File: src/rtl/wb_trace_pkg.sv
// Shared types, default sizes and status-word layout for the writeback trace buffer.
package wb_trace_pkg;

    localparam int DEF_DEPTH  = 16;
    localparam int DEF_DATA_W = 32;
    localparam int DEF_RD_W   = 5;
    localparam int DISP_W     = 32;

    // Status-word layout: {count[15:0], 3'b000, overflow, 7'b0, head_rd[4:0]}
    localparam int STAT_RD_LSB  = 0;
    localparam int STAT_OVF_BIT = 12;
    localparam int STAT_CNT_LSB = 16;
    localparam int STAT_CNT_W   = 16;

    typedef struct packed {
        logic [DEF_RD_W-1:0]   rd;
        logic [DEF_DATA_W-1:0] data;
    } trace_entry_t;

    // Assemble the status word shown when display_sel is 1.
    function automatic logic [DISP_W-1:0] status_word(
        input logic [STAT_CNT_W-1:0] cnt,
        input logic                  ovf,
        input logic [DEF_RD_W-1:0]   rd
    );
        logic [DISP_W-1:0] w;
        w                              = {DISP_W{1'b0}};
        w[STAT_CNT_LSB +: STAT_CNT_W]  = cnt;
        w[STAT_OVF_BIT]                = ovf;
        w[STAT_RD_LSB +: DEF_RD_W]     = rd;
        return w;
    endfunction

endpackage

File: src/rtl/step_sync_edge.sv
// Push-button conditioning: two-flop synchronizer, rising-edge detect, and a
// registered single-cycle pulse. A button sampled high at edge N yields a
// pulse during the cycle after edge N+2, so the consumer acts on edge N+3.
module step_sync_edge (
    input  logic clk,
    input  logic reset,
    input  logic i_btn,
    output logic o_pulse
);

    logic r_sync1;
    logic r_sync2;
    logic r_prev;
    logic r_pulse;
    logic w_rise;

    assign w_rise  = r_sync2 & ~r_prev;
    assign o_pulse = r_pulse;

    // Synchronize the raw button, remember the previous level, register the edge pulse.
    always_ff @(posedge clk) begin
        if (reset) begin
            r_sync1 <= 1'b0;
            r_sync2 <= 1'b0;
            r_prev  <= 1'b0;
            r_pulse <= 1'b0;
        end else begin
            r_sync1 <= i_btn;
            r_sync2 <= r_sync1;
            r_prev  <= r_sync2;
            r_pulse <= w_rise;
        end
    end

endmodule

File: src/rtl/wb_trace_buffer.sv
// Writeback trace buffer: records register writes (rd, data) into a FIFO that
// the user steps through with a push-button; drives the hex display value.
module wb_trace_buffer
    import wb_trace_pkg::*;
#(
    parameter int DEPTH  = DEF_DEPTH,
    parameter int DATA_W = DEF_DATA_W,
    parameter int RD_W   = DEF_RD_W,
    localparam int CNT_W = $clog2(DEPTH) + 1
) (
    input  logic              clk,
    input  logic              reset,
    input  logic              wb_reg_write,
    input  logic [RD_W-1:0]   wb_rd,
    input  logic [DATA_W-1:0] wb_data,
    input  logic              capture_en,
    input  logic              clear,
    input  logic              step_btn,
    input  logic              display_sel,
    output logic [31:0]       display_value,
    output logic [CNT_W-1:0]  count,
    output logic              empty,
    output logic              full,
    output logic              overflow
);

    localparam int PTR_W = $clog2(DEPTH);

    trace_entry_t     r_mem [0:DEPTH-1];
    logic [PTR_W-1:0] r_wr_ptr;
    logic [PTR_W-1:0] r_rd_ptr;
    logic [CNT_W-1:0] r_count;
    logic             r_overflow;

    logic             w_pop_req;
    logic             w_push_req;
    logic             w_pop;
    logic             w_push;
    logic             w_empty;
    logic             w_full;
    trace_entry_t     w_new_entry;
    trace_entry_t     w_head;
    logic [31:0]      w_display;

    step_sync_edge u_step (
        .clk     (clk),
        .reset   (reset),
        .i_btn   (step_btn),
        .o_pulse (w_pop_req)
    );

    assign w_empty     = (r_count == {CNT_W{1'b0}});
    assign w_full      = (r_count == CNT_W'(DEPTH));
    assign w_push_req  = wb_reg_write & capture_en & (wb_rd != {RD_W{1'b0}});
    assign w_pop       = w_pop_req & ~w_empty;
    // A pop in the same cycle frees a slot, so a full buffer can still accept.
    assign w_push      = w_push_req & (~w_full | w_pop);
    assign w_new_entry = '{rd: wb_rd, data: wb_data};
    assign w_head      = r_mem[r_rd_ptr];

    // Pointer, occupancy and sticky overflow update; clear outranks push/pop.
    always_ff @(posedge clk) begin
        if (reset) begin
            r_wr_ptr   <= {PTR_W{1'b0}};
            r_rd_ptr   <= {PTR_W{1'b0}};
            r_count    <= {CNT_W{1'b0}};
            r_overflow <= 1'b0;
        end else if (clear) begin
            r_wr_ptr   <= {PTR_W{1'b0}};
            r_rd_ptr   <= {PTR_W{1'b0}};
            r_count    <= {CNT_W{1'b0}};
            r_overflow <= 1'b0;
        end else begin
            if (w_push) begin
                r_wr_ptr <= r_wr_ptr + PTR_W'(1);
            end
            if (w_pop) begin
                r_rd_ptr <= r_rd_ptr + PTR_W'(1);
            end
            if (w_push && !w_pop) begin
                r_count <= r_count + CNT_W'(1);
            end else if (w_pop && !w_push) begin
                r_count <= r_count - CNT_W'(1);
            end
            if (w_push_req && !w_push) begin
                r_overflow <= 1'b1;
            end
        end
    end

    // Entry storage; contents are not reset, only the pointers qualify them.
    always_ff @(posedge clk) begin
        if (w_push && !clear && !reset) begin
            r_mem[r_wr_ptr] <= w_new_entry;
        end
    end

    // Display mux: head data or status word, with head fields forced to 0 when empty.
    always_comb begin
        w_display = 32'd0;
        if (display_sel) begin
            if (w_empty) begin
                w_display = status_word(STAT_CNT_W'(r_count), r_overflow, {DEF_RD_W{1'b0}});
            end else begin
                w_display = status_word(STAT_CNT_W'(r_count), r_overflow, w_head.rd);
            end
        end else begin
            if (w_empty) begin
                w_display = 32'd0;
            end else begin
                w_display = 32'(w_head.data);
            end
        end
    end

    assign display_value = w_display;
    assign count         = r_count;
    assign empty         = w_empty;
    assign full          = w_full;
    assign overflow      = r_overflow;

endmodule

File: config.mk
export PLATFORM = sky130hd
export DESIGN_NAME = wb_trace_buffer
export DESIGN_NICKNAME = d
export VERILOG_FILES = /design/src/rtl/wb_trace_pkg.sv /design/src/rtl/step_sync_edge.sv /design/src/rtl/wb_trace_buffer.sv
export SDC_FILE = /design/constraint.sdc
export NUM_CORES = 1
export LEC_CHECK = 0
export BUFFER_PORTS_ARGS = -buffer_cell sky130_fd_sc_hd__buf_4
export CORE_MARGIN = 2
export CORE_UTILIZATION = 60
export DETAILED_ROUTE_END_ITERATION = 10
export HOLD_SLACK_MARGIN = 0.06
export PLACE_DENSITY = 0.78
export SYNTH_ARGS = -nofsm -noshare
export SYNTH_HDL_FRONTEND = slang
export SYNTH_SLANG_ARGS = --single-unit
File: constraint.sdc
create_clock -name clk -period 9.4 [get_ports clk]
set_input_delay 0.94 -clock clk [delete_from_list [all_inputs] [get_ports clk]]
set_output_delay 0.94 -clock clk [all_outputs]
set_load 0.05 [all_outputs]
### After elaboration in Yosys (flattened, before gate mapping)

Memories as Yosys holds them, arrays and structs flattened. A register that Yosys moved wholly into a read port is not among the register bits.
Cells that the tools add are included.

| storage, ports and cells | value |
|---|---|
| register bits | 18 |
| bits in latches | 0 |
| RAM bits | 592 |
| bits in read-only memories | 0 |
| input port bits | 44 |
| logic and storage cells | 45 |
| memories kept | 1 |

Memories:

| memory | depth | width | rd ports | clocked after Yosys merged registers in | write ports | RTL line | RTL |
|---|---|---|---|---|---|---|---|
| r_mem | 16 | 37 | 1 | 1 | 1 | wb_trace_buffer.sv:29 | `trace_entry_t r_mem [0:DEPTH-1];` |

| cells by class | value |
|---|---|
| add/sub/neg operators | 4 |
| $mul | 0 |
| divide/modulo/power cells | 0 |
| magnitude comparators | 0 |
| equality and inequality tests | 1 |
| shift operators | 0 |
| multiplexer cells | 9 |
| bitwise gates (word level) | 9 |
| reductions and logical operators | 13 |

Operator list:

| operator | count |
|---|---|
| two-way mux 32 bit | 2 |
| two-way mux 5 bit | 3 |
| adder 4 x 1 -> 4 bit (second input constant) | 2 |
| two-way mux 4 bit | 2 |
| adder 5 x 1 -> 5 bit (second input constant) | 1 |
| bitwise AND 1 bit | 5 |
| == test 5 bit (second input constant) | 1 |
| logical AND 1 bit | 5 |
| zero test 5 bit | 1 |
| nonzero test 5 bit | 1 |
| subtractor 5 x 1 -> 5 bit (second input constant) | 1 |
| zero test 1 bit | 4 |
| NOT 1 bit | 3 |
| two-way mux 1 bit | 2 |
| nonzero test 2 bit | 1 |
| OR reduction 2 bit | 1 |
| bitwise OR 1 bit | 1 |

### Depth between registers and ports, before layout

Gate-level depths: netlist of run 1.

| depth | value |
|---|---|
| depth in word-level cells | 9 |
| depth in mapped cells | 13 |
| depth with buffers taken out | 11 |

### By module

A second synthesis of run 1 with hierarchy kept.

| unflattened totals | value |
|---|---|
| cells, all modules | 1081 |
| area, all modules | 23841.6 um2 |

Modules (own cells, without submodules):

| module | times used | cells an instance | area each (um2) | sequential area each (um2) |
|---|---|---|---|---|
| wb_trace_buffer | 1 | 1073 | 23730.3 | 18137.4 |
| step_sync_edge | 1 | 8 | 111.4 | 80.1 |

### Worst setup path before layout of run 1

No wires, ideal clock.

| timing | value |
|---|---|
| kind | input to register |
| start | input port clear |
| end | memory r_mem[7][0] in the netlist's numbering, enable pin |
| library setup time | 0.435 ns |
| arrival | 3.408 ns |
| setup slack | 5.556 ns |
| cell stages on the path | 4 |
| cell sequence | or2_2 clkbuf_1 nor3b_1 nor2b_1 |

| between the ends | value |
|---|---|
| cells in the longest elaborated chain, start to end | 5 |

RTL lines:

| item | RTL line | RTL |
|---|---|---|
| start, declared | wb_trace_buffer.sv:17 | `input logic clear,` |
| zero test 1 bit | wb_trace_buffer.sv:93 | `if (w_push && !clear && !reset) begin` |
| logical AND 1 bit (2 in a row) | wb_trace_buffer.sv:93 |  |
| two-way mux 1 bit | wb_trace_buffer.sv:93 |  |
| two-way mux 1 bit (implied by the code) | wb_trace_buffer.sv:94 | `r_mem[r_wr_ptr] <= w_new_entry;` |
| end, declared | wb_trace_buffer.sv:29 |  |

No other way between the ends.

==> results.py, run 1 <==
metrics = {
    "detailed_routing": {
        "viasPerCell": 6.39,
        "wl_per_cell_um": 27.9,
        "ant_nets": 0,
        "drt_wl_total_um": 48900,
        "drc": 0,
        "dr.pass1.iters": 5,
        "drt_iter0_drc": 1147,
        "num_vias": 11200,
    },
    "logic_synthesis": {
        "synth_edf_count": 592,
        "synthDistinctLibCells": 46,
        "netlist.area_leader.share": 0.746,
        "ys_warn_count": 0,
        "synth_nets": 1135,
        "syn_inst": 1081,
        "synthTopCellsByArea": "edfxtp_1 75%, mux4_2 13%, dfxtp_1 1.8%",
        "synth_top_cell_by_area": "edfxtp_1",
        "synth_area_per_cell_sq_um": 22.0,
        "ys.flop_type": "edfxtp_1",
        "yosysSeqAreaShare": 0.764,
        "async_flop_share": 0,
        "syn_area_sq_mm": 0.0238,
        "ys_ff_latch": 614,
    },
    "clock_network": {
        "cts_resized": 0,
        "post-cts-setup-buffer-count": 0,
        "htree_num_levels": 2,
        "clock_path_buffers": 3,
        "numCtsBuffers": 58,
        "clk_pin_slew_ns": 0.06,
        "clk_latency_ns": 0.60,
        "holdBufCountCts": 0,
        "numClockSinks": 614,
        "ctsRootBufferMaster": "clkbuf_16",
        "cts_tree": "yes",
    },
    "setup_path": {
        "cp.required_ns": 8.46,
        "critPathLaunchType": "flip-flop",
        "path_class": "flip-flop to primary output",
        "endpoint_kind": "primary output",
        "reg2reg_depth": 11,
        "arrival_ns": 4.15,
        "crit_fanout": 66,
    },
    "die": {
        "core-area_sq_mm": 0.0395,
        "core.rowCount": 73,
        "die_area_sq_mm": 0.0413,
        "io_pins": 84,
        "start_util": 0.604,
        "die_y_um": 203,
        "die_w_um": 203,
    },
    "placement": {
        "placed_area_sq_mm": 0.0249,
        "place_hpwl_um": 23900,
        "gp_congestion": 0.771,
        "dp_worst_setup_slack_ns": 4.82,
        "port_buffers": 83,
        "dp.cells": 1649,
    },
    "sta": {
        "period_needed_ns": 5.09,
        "setup_viol": 0,
        "rsz0062_at_grt": "no",
        "hold_viol_final": 0,
        "slew_headroom": 0.306,
        "final_max_slew_viol_count": 0,
        "worst_pin_slew_ns": 1.04,
        "fmax_mhz": 196,
        "finalSetupTns_ns": 0,
        "worst_slack_ns": 4.31,
        "fin_skew_ns": 0.0151,
        "fin_crit_sh": 0.542,
    },
    "global_route": {
        "grt_pass1_wl_um": 72900,
        "antenna_found_initial": 0,
        "gr-total-overflow": 0,
        "track_usage": 0.243,
        "grt_pass1_vias": 11500,
        "grt_start_max_net_pins": 101,
    },
    "cells_and_area": {
        "final_common_cell": "edfxtp_1",
        "n_antenna_cell": 0,
        "fin_area_sq_mm": 0.0268,
        "layout_common_cells": "592 x edfxtp_1, 134 x mux4_2, 103 x buf_4, 59 x clkbuf_16, 47 x a211oi_1",
        "nFillCells": 2394,
        "layout-drive-gt1-share": 0.283,
        "nNetsFinal": 1238,
        "final_cells": 1756,
        "area.growth.synth_to_final_pct": 12.3,
    },
    "min_path": {
        "holdPathStages": 1,
        "hold_class": "flip-flop to flip-flop",
    },
    "power": {
        "p_leak_uw": 0.00832,
        "power_density_mw_per_mm2": 202,
        "ir_worst_vdd_v": 0.000154,
    },
    "flow_run": {
        "drv_cap": 0,
    },
    "outcome": {
        "status": "completed",
    },
}
-- critical path, stage by stage (launching register included) --
cell and delay [ns]:
dfxtp_4 0.95, buf_4 0.91, mux4_1 0.66, mux4_2 0.49, nor2b_1 0.17, a211oi_1 0.10, buf_4 0.22
-- layer usage --
layer	vias up	share of wire	wire length, um	global-route usage
met3	79	0.077	3760	0.0417
met2	516	0.51	24800	0.401
met1	5868	0.40	19400	0.343
met4	0	0.021	1010	0.0657
li1	4760	-	-	-
met5	-	0	0	0
-- sequential cells by signal (all words and copies together), names as in the netlist, named ones only --
| signal | flops |
|---|---|
| overflow | 1 |
| r_mem | 592 |
| r_rd_ptr | 4 |
| u_step.o_pulse | 1 |
| count | 5 |
| u_step.r_sync1 | 1 |
| u_step.r_prev | 1 |
| u_step.r_sync2 | 1 |
| r_wr_ptr | 4 |
-- final timing paths --
check,to,start,slack (ns)
max,display_value[3],flip-flop,4.31
min,u_step.o_pulse,u_step.r_prev,0.40
max reg2reg,count[4],count[0],6.14
min reg2reg,u_step.o_pulse,u_step.r_prev,0.40
-- cell usage after synthesis, types with 2 or more instances --
cell and count:
or3_1 3, nand2b_1 3, o22ai_1 5, nand3_1 5
o21ai_0 2, buf_1 3, xnor2_1 4, edfxtp_1 592
and3_1 15, inv_1 5, a211oi_1 47, a21oi_1 9
buf_2 17, a21o_1 2, a221oi_1 6, nor2b_1 36
buf_6 9, nor3b_1 2, buf_4 13, a22oi_1 10
o31ai_1 5, nand2_1 9, buf_8 2, clkbuf_1 15
mux4_2 134, mux2_1 3, nor2_1 16, mux2i_1 38
a22o_1 6, ha_1 9, dfxtp_1 22, mux2_2 7
and2_1 2, xor2_1 5, mux4_1 9
-- power breakdown --
group	leakage, uW	switching, uW	internal, uW
combinational	0.00191	109	47.1
sequential	0.00550	3.89	3000
clock	0.000911	951	1310
-- layout make-up --
class                   count  area, sq um  share of cell area
repair buffers            104          793              0.0296
flip-flops and latches    614        18200               0.681
clock buffers              69         1510              0.0566
well taps                 525          657              0.0245
multi-input cells         401         5220               0.195
inverters                   5         18.8            0.000701
clock inverters            38          328              0.0122
-- per-stage QoR --
stage	util	hold WS, ns	power (uW)
after global routing	0.678	0.407	5560
after CTS	0.678	0.394	5450
final	0.678	0.398	5420
after global placement	0.632	0.376	3210
after detailed placement	0.632	0.380	3220
after floorplan	-	0.367	3150
-- logic make-up (layout without fill, tap and decap cells) --
group / Yosys count / after routing / synth area share
flops: 614 / 614 / 0.764
mux: 191 / 191 / 0.157
simple gates: 97 / 97 / 0.0228
compound gates: 94 / 94 / 0.0288
buf+inv: 66 / 216 / 0.0180
fa+ha+maj: 10 / 10 / 0.00556
xor+xnor: 9 / 9 / 0.00331
(Power assumes the default switching activity.)
==> run 2: changes to the inputs <==
- clock period: 9.4 -> 5.2 ns (I/O delays scaled with it)
==> run 2 against run 1 <==
Net effect:
- sequential share of layout area is 0.33 points lower
- largest cell class unchanged
- count of clock-buffer cells in the layout increased by 6
- cell count is 0.11% lower
- via count grew 2.5%
- worst hold slack worse by 0.26 ns
- design area rose by 0.49%
- largest power group unchanged
- combinational power up 83%
- core utilization up 0.33 points
- wire length rose by 3.2%
- register-to-register slack worse by 4.3 ns
- critical path depth stayed put
==> results.py, run 2 (synthesis results as in run 1) <==
metrics = {
    "cells_and_area": {
        "largest_reg_flops": 592,
        "area.growth.synth_to_final_pct": 12.8,
        "final_common_cell": "edfxtp_1",
        "nFillCells": 2401,
        "top_register": "r_mem",
        "layout_common_cells": "592 x edfxtp_1, 134 x mux4_2, 105 x buf_4, 63 x clkbuf_16, 47 x a211oi_1",
        "fin_util": 0.682,
        "n_antenna_cell": 0,
        "nNetsFinal": 1240,
        "layout-drive-gt1-share": 0.287,
    },
    "sta": {
        "finalSetupTns_ns": 0,
        "rsz0062_at_grt": "no",
        "worst_pin_slew_ns": 1.10,
        "worst_slack_ns": 1.20,
        "hold_viol_final": 0,
        "slew_headroom": 0.266,
        "fmax_mhz": 250,
        "setup_viol": 0,
        "fin_crit_sh": 0.769,
        "final_max_slew_viol_count": 0,
        "fin_skew_ns": 0.0158,
        "period_needed_ns": 4.00,
    },
    "clock_network": {
        "clk_latency_ns": 0.58,
        "holdBufCountCts": 0,
        "clk_pin_slew_ns": 0.06,
        "ctsRootBufferMaster": "clkbuf_16",
        "htree_num_levels": 2,
        "clock_path_buffers": 3,
        "post-cts-setup-buffer-count": 0,
        "numClockSinks": 614,
        "cts_resized": 0,
        "numCtsBuffers": 56,
        "cts_tree": "yes",
    },
    "die": {
        "die_area_sq_mm": 0.0413,
        "core-area_sq_mm": 0.0395,
        "start_util": 0.604,
        "core.rowCount": 73,
        "io_pins": 84,
        "die_w_um": 203,
        "die_y_um": 203,
    },
    "detailed_routing": {
        "drt_iter0_drc": 1338,
        "wl_per_cell_um": 28.8,
        "drt_wl_total_um": 50500,
        "viasPerCell": 6.56,
        "ant_nets": 0,
        "num_vias": 11500,
        "dr.pass1.iters": 5,
        "drc": 0,
    },
    "global_route": {
        "track_usage": 0.247,
        "gr-total-overflow": 0,
        "antenna_found_initial": 0,
        "grt_pass1_vias": 11500,
        "grt_start_max_net_pins": 66,
        "grt_pass1_wl_um": 74300,
    },
    "min_path": {
        "hold_class": "input port to flip-flop",
    },
    "outcome": {
        "status": "completed",
    },
    "power": {
        "power_uw": 9920,
        "ir_worst_vdd_v": 0.000295,
        "power_density_mw_per_mm2": 369,
        "p_leak_uw": 0.00838,
    },
    "placement": {
        "dp_worst_setup_slack_ns": 1.77,
        "place_hpwl_um": 26200,
        "gp_congestion": 0.783,
        "port_buffers": 83,
    },
    "flow_run": {
        "drv_cap": 0,
    },
    "setup_path": {
        "cp.required_ns": 4.68,
        "crit_fanout": 55,
        "endpoint_kind": "primary output",
        "reg2reg_setup_slack_ns": 1.88,
        "path_class": "flip-flop to primary output",
        "arrival_ns": 3.48,
        "critPathLaunchType": "flip-flop",
    },
}
## run 2: cell types whose count changed in the layout (fill, tap and decap cells not counted), moves of 3 or more
cell,previous run,this run
clkinv_4,0,3
clkinv_1,15,8
clkbuf_16,59,63
clkinv_2,15,7
## run 2: critical path, cell delays in order (launching register included)
cell and delay (ns):
dfxtp_4 0.99, buf_4 0.50, mux4_2 0.28, nor2b_1 0.17, a211oi_1 0.09, a211oi_1 0.47
buf_4 0.28
## run 2: power breakdown
group	switching, uW	internal (uW)
sequential	6.90	5420
combinational	199	85.6
clock	1730	2470
## run 2: path summary, 6_finish.rpt
check	startpoint	end	cells past startpoint
worst max-delay path	flip-flop	display_value[5]	6
worst min-delay path	reset	u_step.r_sync1	2
worst max register to register	count[0]	count[4]	11
worst min register to register	u_step.r_prev	u_step.o_pulse	1
## run 2: layout make-up
class / instances / area (sq um) / share of cell area
clock buffers: 75 / 1640 / 0.0610
clock inverters: 26 / 275 / 0.0102
inverters: 5 / 18.8 / 0.000698
multi-input cells: 401 / 5220 / 0.194
flip-flops and latches: 614 / 18200 / 0.678
well taps: 525 / 657 / 0.0244
repair buffers: 108 / 848 / 0.0315
## run 2: metrics by stage
stage                     instances  hold WS, ns  instance area [sq um]
final                          1754        0.141                  26900
after global routing           1754        0.132                  26900
after CTS                      1754        0.120                  26900
after detailed placement       1653        0.374                  25000
after global placement         1653        0.377                  25000
after floorplan                1081        0.367                  23800
## run 2: routing by layer
metal | global-route usage | vias to the layer above | part of all wire
met5 | 0 | - | 0
met4 | 0.0819 | 0 | 0.026
met3 | 0.0363 | 86 | 0.075
met2 | 0.402 | 564 | 0.50
met1 | 0.353 | 6103 | 0.40
li1 | - | 4756 | -
==> run 3: changes to the inputs <==
- CORE_UTILIZATION: 60 -> 55
- PLACE_DENSITY: 0.78 -> 0.75
- clock period: 5.2 -> 3.52 ns (I/O delays scaled with it)
==> run 3 against run 2 <==
Net effect:
- die area rose by 8.9%
- combinational power rose by 60%
- worst setup slack got worse by 1.1 ns
- global-route usage fell by 2.0 points
- worst hold slack got worse by 0.061 ns
- sequential share of layout area fell by 1.2 points
- sequential power rose by 48%
- non-clock buffer count rose by 42
- largest cell class unchanged
==> results.py, run 3 (synthesis results as in run 1) <==
metrics = {
    "clock_network": {
        "numClockSinks": 614,
        "ctsRootBufferMaster": "clkbuf_16",
        "post-cts-setup-buffer-count": 0,
        "cts_tree": "yes",
        "clk_pin_slew_ns": 0.06,
        "clk_latency_ns": 0.59,
        "htree_num_levels": 2,
        "numCtsBuffers": 56,
        "clock_path_buffers": 3,
    },
    "cells_and_area": {
        "final_common_cell": "edfxtp_1",
        "nNetsFinal": 1282,
        "area.growth.synth_to_final_pct": 14.9,
        "largest_reg_flops": 592,
        "layout_common_cells": "592 x edfxtp_1, 134 x mux4_2, 105 x buf_4, 57 x clkbuf_16, 47 x a211oi_1",
        "fin_area_sq_mm": 0.0274,
        "layout-drive-gt1-share": 0.291,
        "top_register": "r_mem",
    },
    "setup_path": {
        "reg2reg_depth": 11,
        "endpoint_kind": "primary output",
        "path_class": "flip-flop to primary output",
        "path_cells": "buf_4 > mux4_2 > mux4_2 > nor2b_1 > a211oi_1 > buf_4",
        "slowest_delay_ns": 0.67,
        "cp.required_ns": 3.17,
        "crit_fanout": 27,
        "critPathLaunchType": "flip-flop",
        "critical-path-slowest-cell": "dfxtp_4",
        "arrival_ns": 3.02,
    },
    "sta": {
        "rsz0062_at_grt": "no",
        "final_max_slew_viol_count": 0,
        "fin_skew_ns": 0.0155,
        "fin_crit_sh": 0.959,
        "holdWs_ns": 0.0808,
        "period_needed_ns": 3.38,
        "worst_pin_slew_ns": 0.674,
        "fmax_mhz": 296,
        "setup_viol": 0,
        "finalSetupTns_ns": 0,
        "hold_viol_final": 0,
        "slew_headroom": 0.545,
    },
    "global_route": {
        "track_usage": 0.227,
        "grt_pass1_vias": 11800,
        "grt_start_max_net_pins": 67,
        "grt_pass1_wl_um": 74300,
        "antenna_found_initial": 2,
        "gr-total-overflow": 0,
    },
    "die": {
        "core-area_sq_mm": 0.0429,
        "die_area_sq_mm": 0.0450,
        "io_pins": 84,
        "die_w_um": 212,
        "die_y_um": 212,
        "start_util": 0.556,
        "core.rowCount": 76,
    },
    "placement": {
        "placed_area_sq_mm": 0.0253,
        "place_hpwl_um": 26900,
        "gp_congestion": 0.787,
        "port_buffers": 83,
    },
    "min_path": {
        "hold_class": "input port to flip-flop",
        "holdPathStages": 1,
    },
    "detailed_routing": {
        "wl_per_cell_um": 26.8,
        "num_vias": 11400,
        "drc": 0,
        "viasPerCell": 6.16,
        "drt_wl_total_um": 49700,
        "drt_iter0_drc": 1215,
        "ant_nets": 0,
        "dr.pass1.iters": 7,
    },
    "flow_run": {
        "drv_cap": 0,
    },
    "outcome": {
        "status": "completed",
    },
    "power": {
        "power_density_mw_per_mm2": 524,
        "p_leak_uw": 0.00856,
        "ir_worst_vdd_v": 0.000485,
    },
}
run 3: what timing repair did:
action | CTS | global route
endpoints found under the setup margin | 0 | 2
hold endpoints to repair | 393 | 0
hold buffers | 27 | 0
gates resized for setup | 0 | 1
run 3: cell type report:
cell class	instances	area, sq um
Sequential cell	614	18200
Fill cell	2756	15500
Multi-Input combinational cell	401	5220
Clock buffer	75	1550
Timing Repair Buffer	150	1410
Tap cell	585	732
Clock inverter	21	215
Inverter	5	18.8
Antenna cell	1	2.50
run 3: final timing paths:
| kind | from | endpoint | slack (ns) |
|---|---|---|---|
| worst max-delay path | flip-flop | display_value[2] | 0.14 |
| worst min-delay path | wb_data[2] | r_mem[9][2] | 0.08 |
| worst max register to register | count[0] | count[4] | 0.33 |
| worst min register to register | u_step.r_prev | u_step.o_pulse | 0.39 |
run 3: worst max-delay path, delay by kind of cell (launching register included):
family                 cells  cell delay (ns)
and+or+nand+nor            1             0.17
DFF                        1             0.67
muxes                      2             0.98
buffers and inverters      2             0.51
AOI/OAI and AO/OA          1             0.09
run 3: layer usage:
layer	wire length [um]	share of wire	GRT usage	up-vias
li1	-	-	-	4845
met1	20100	0.40	0.310	6024
met2	25300	0.51	0.383	448
met3	3030	0.061	0.0347	95
met4	1300	0.026	0.0697	2
met5	7	0.00014	0	-
run 3: power breakdown:
group,internal [uW],switching (uW),total (uW)
Combinational,150,306,456
Clock,3370,2510,5880
Sequential,8010,8.19,8020
run 3: through the flow:
stage,cells,power (uW),utilization,setup slack [ns]
5_1_grt,1852,14700,0.639,0.0116
3_3_place_gp,1728,8590,0.591,0.277
3_5_place_dp,1728,8610,0.591,0.241
2_1_floorplan,1081,8400,-,0.177
6_report,1852,14400,0.639,0.145
4_1_cts,1851,14400,0.638,0.109
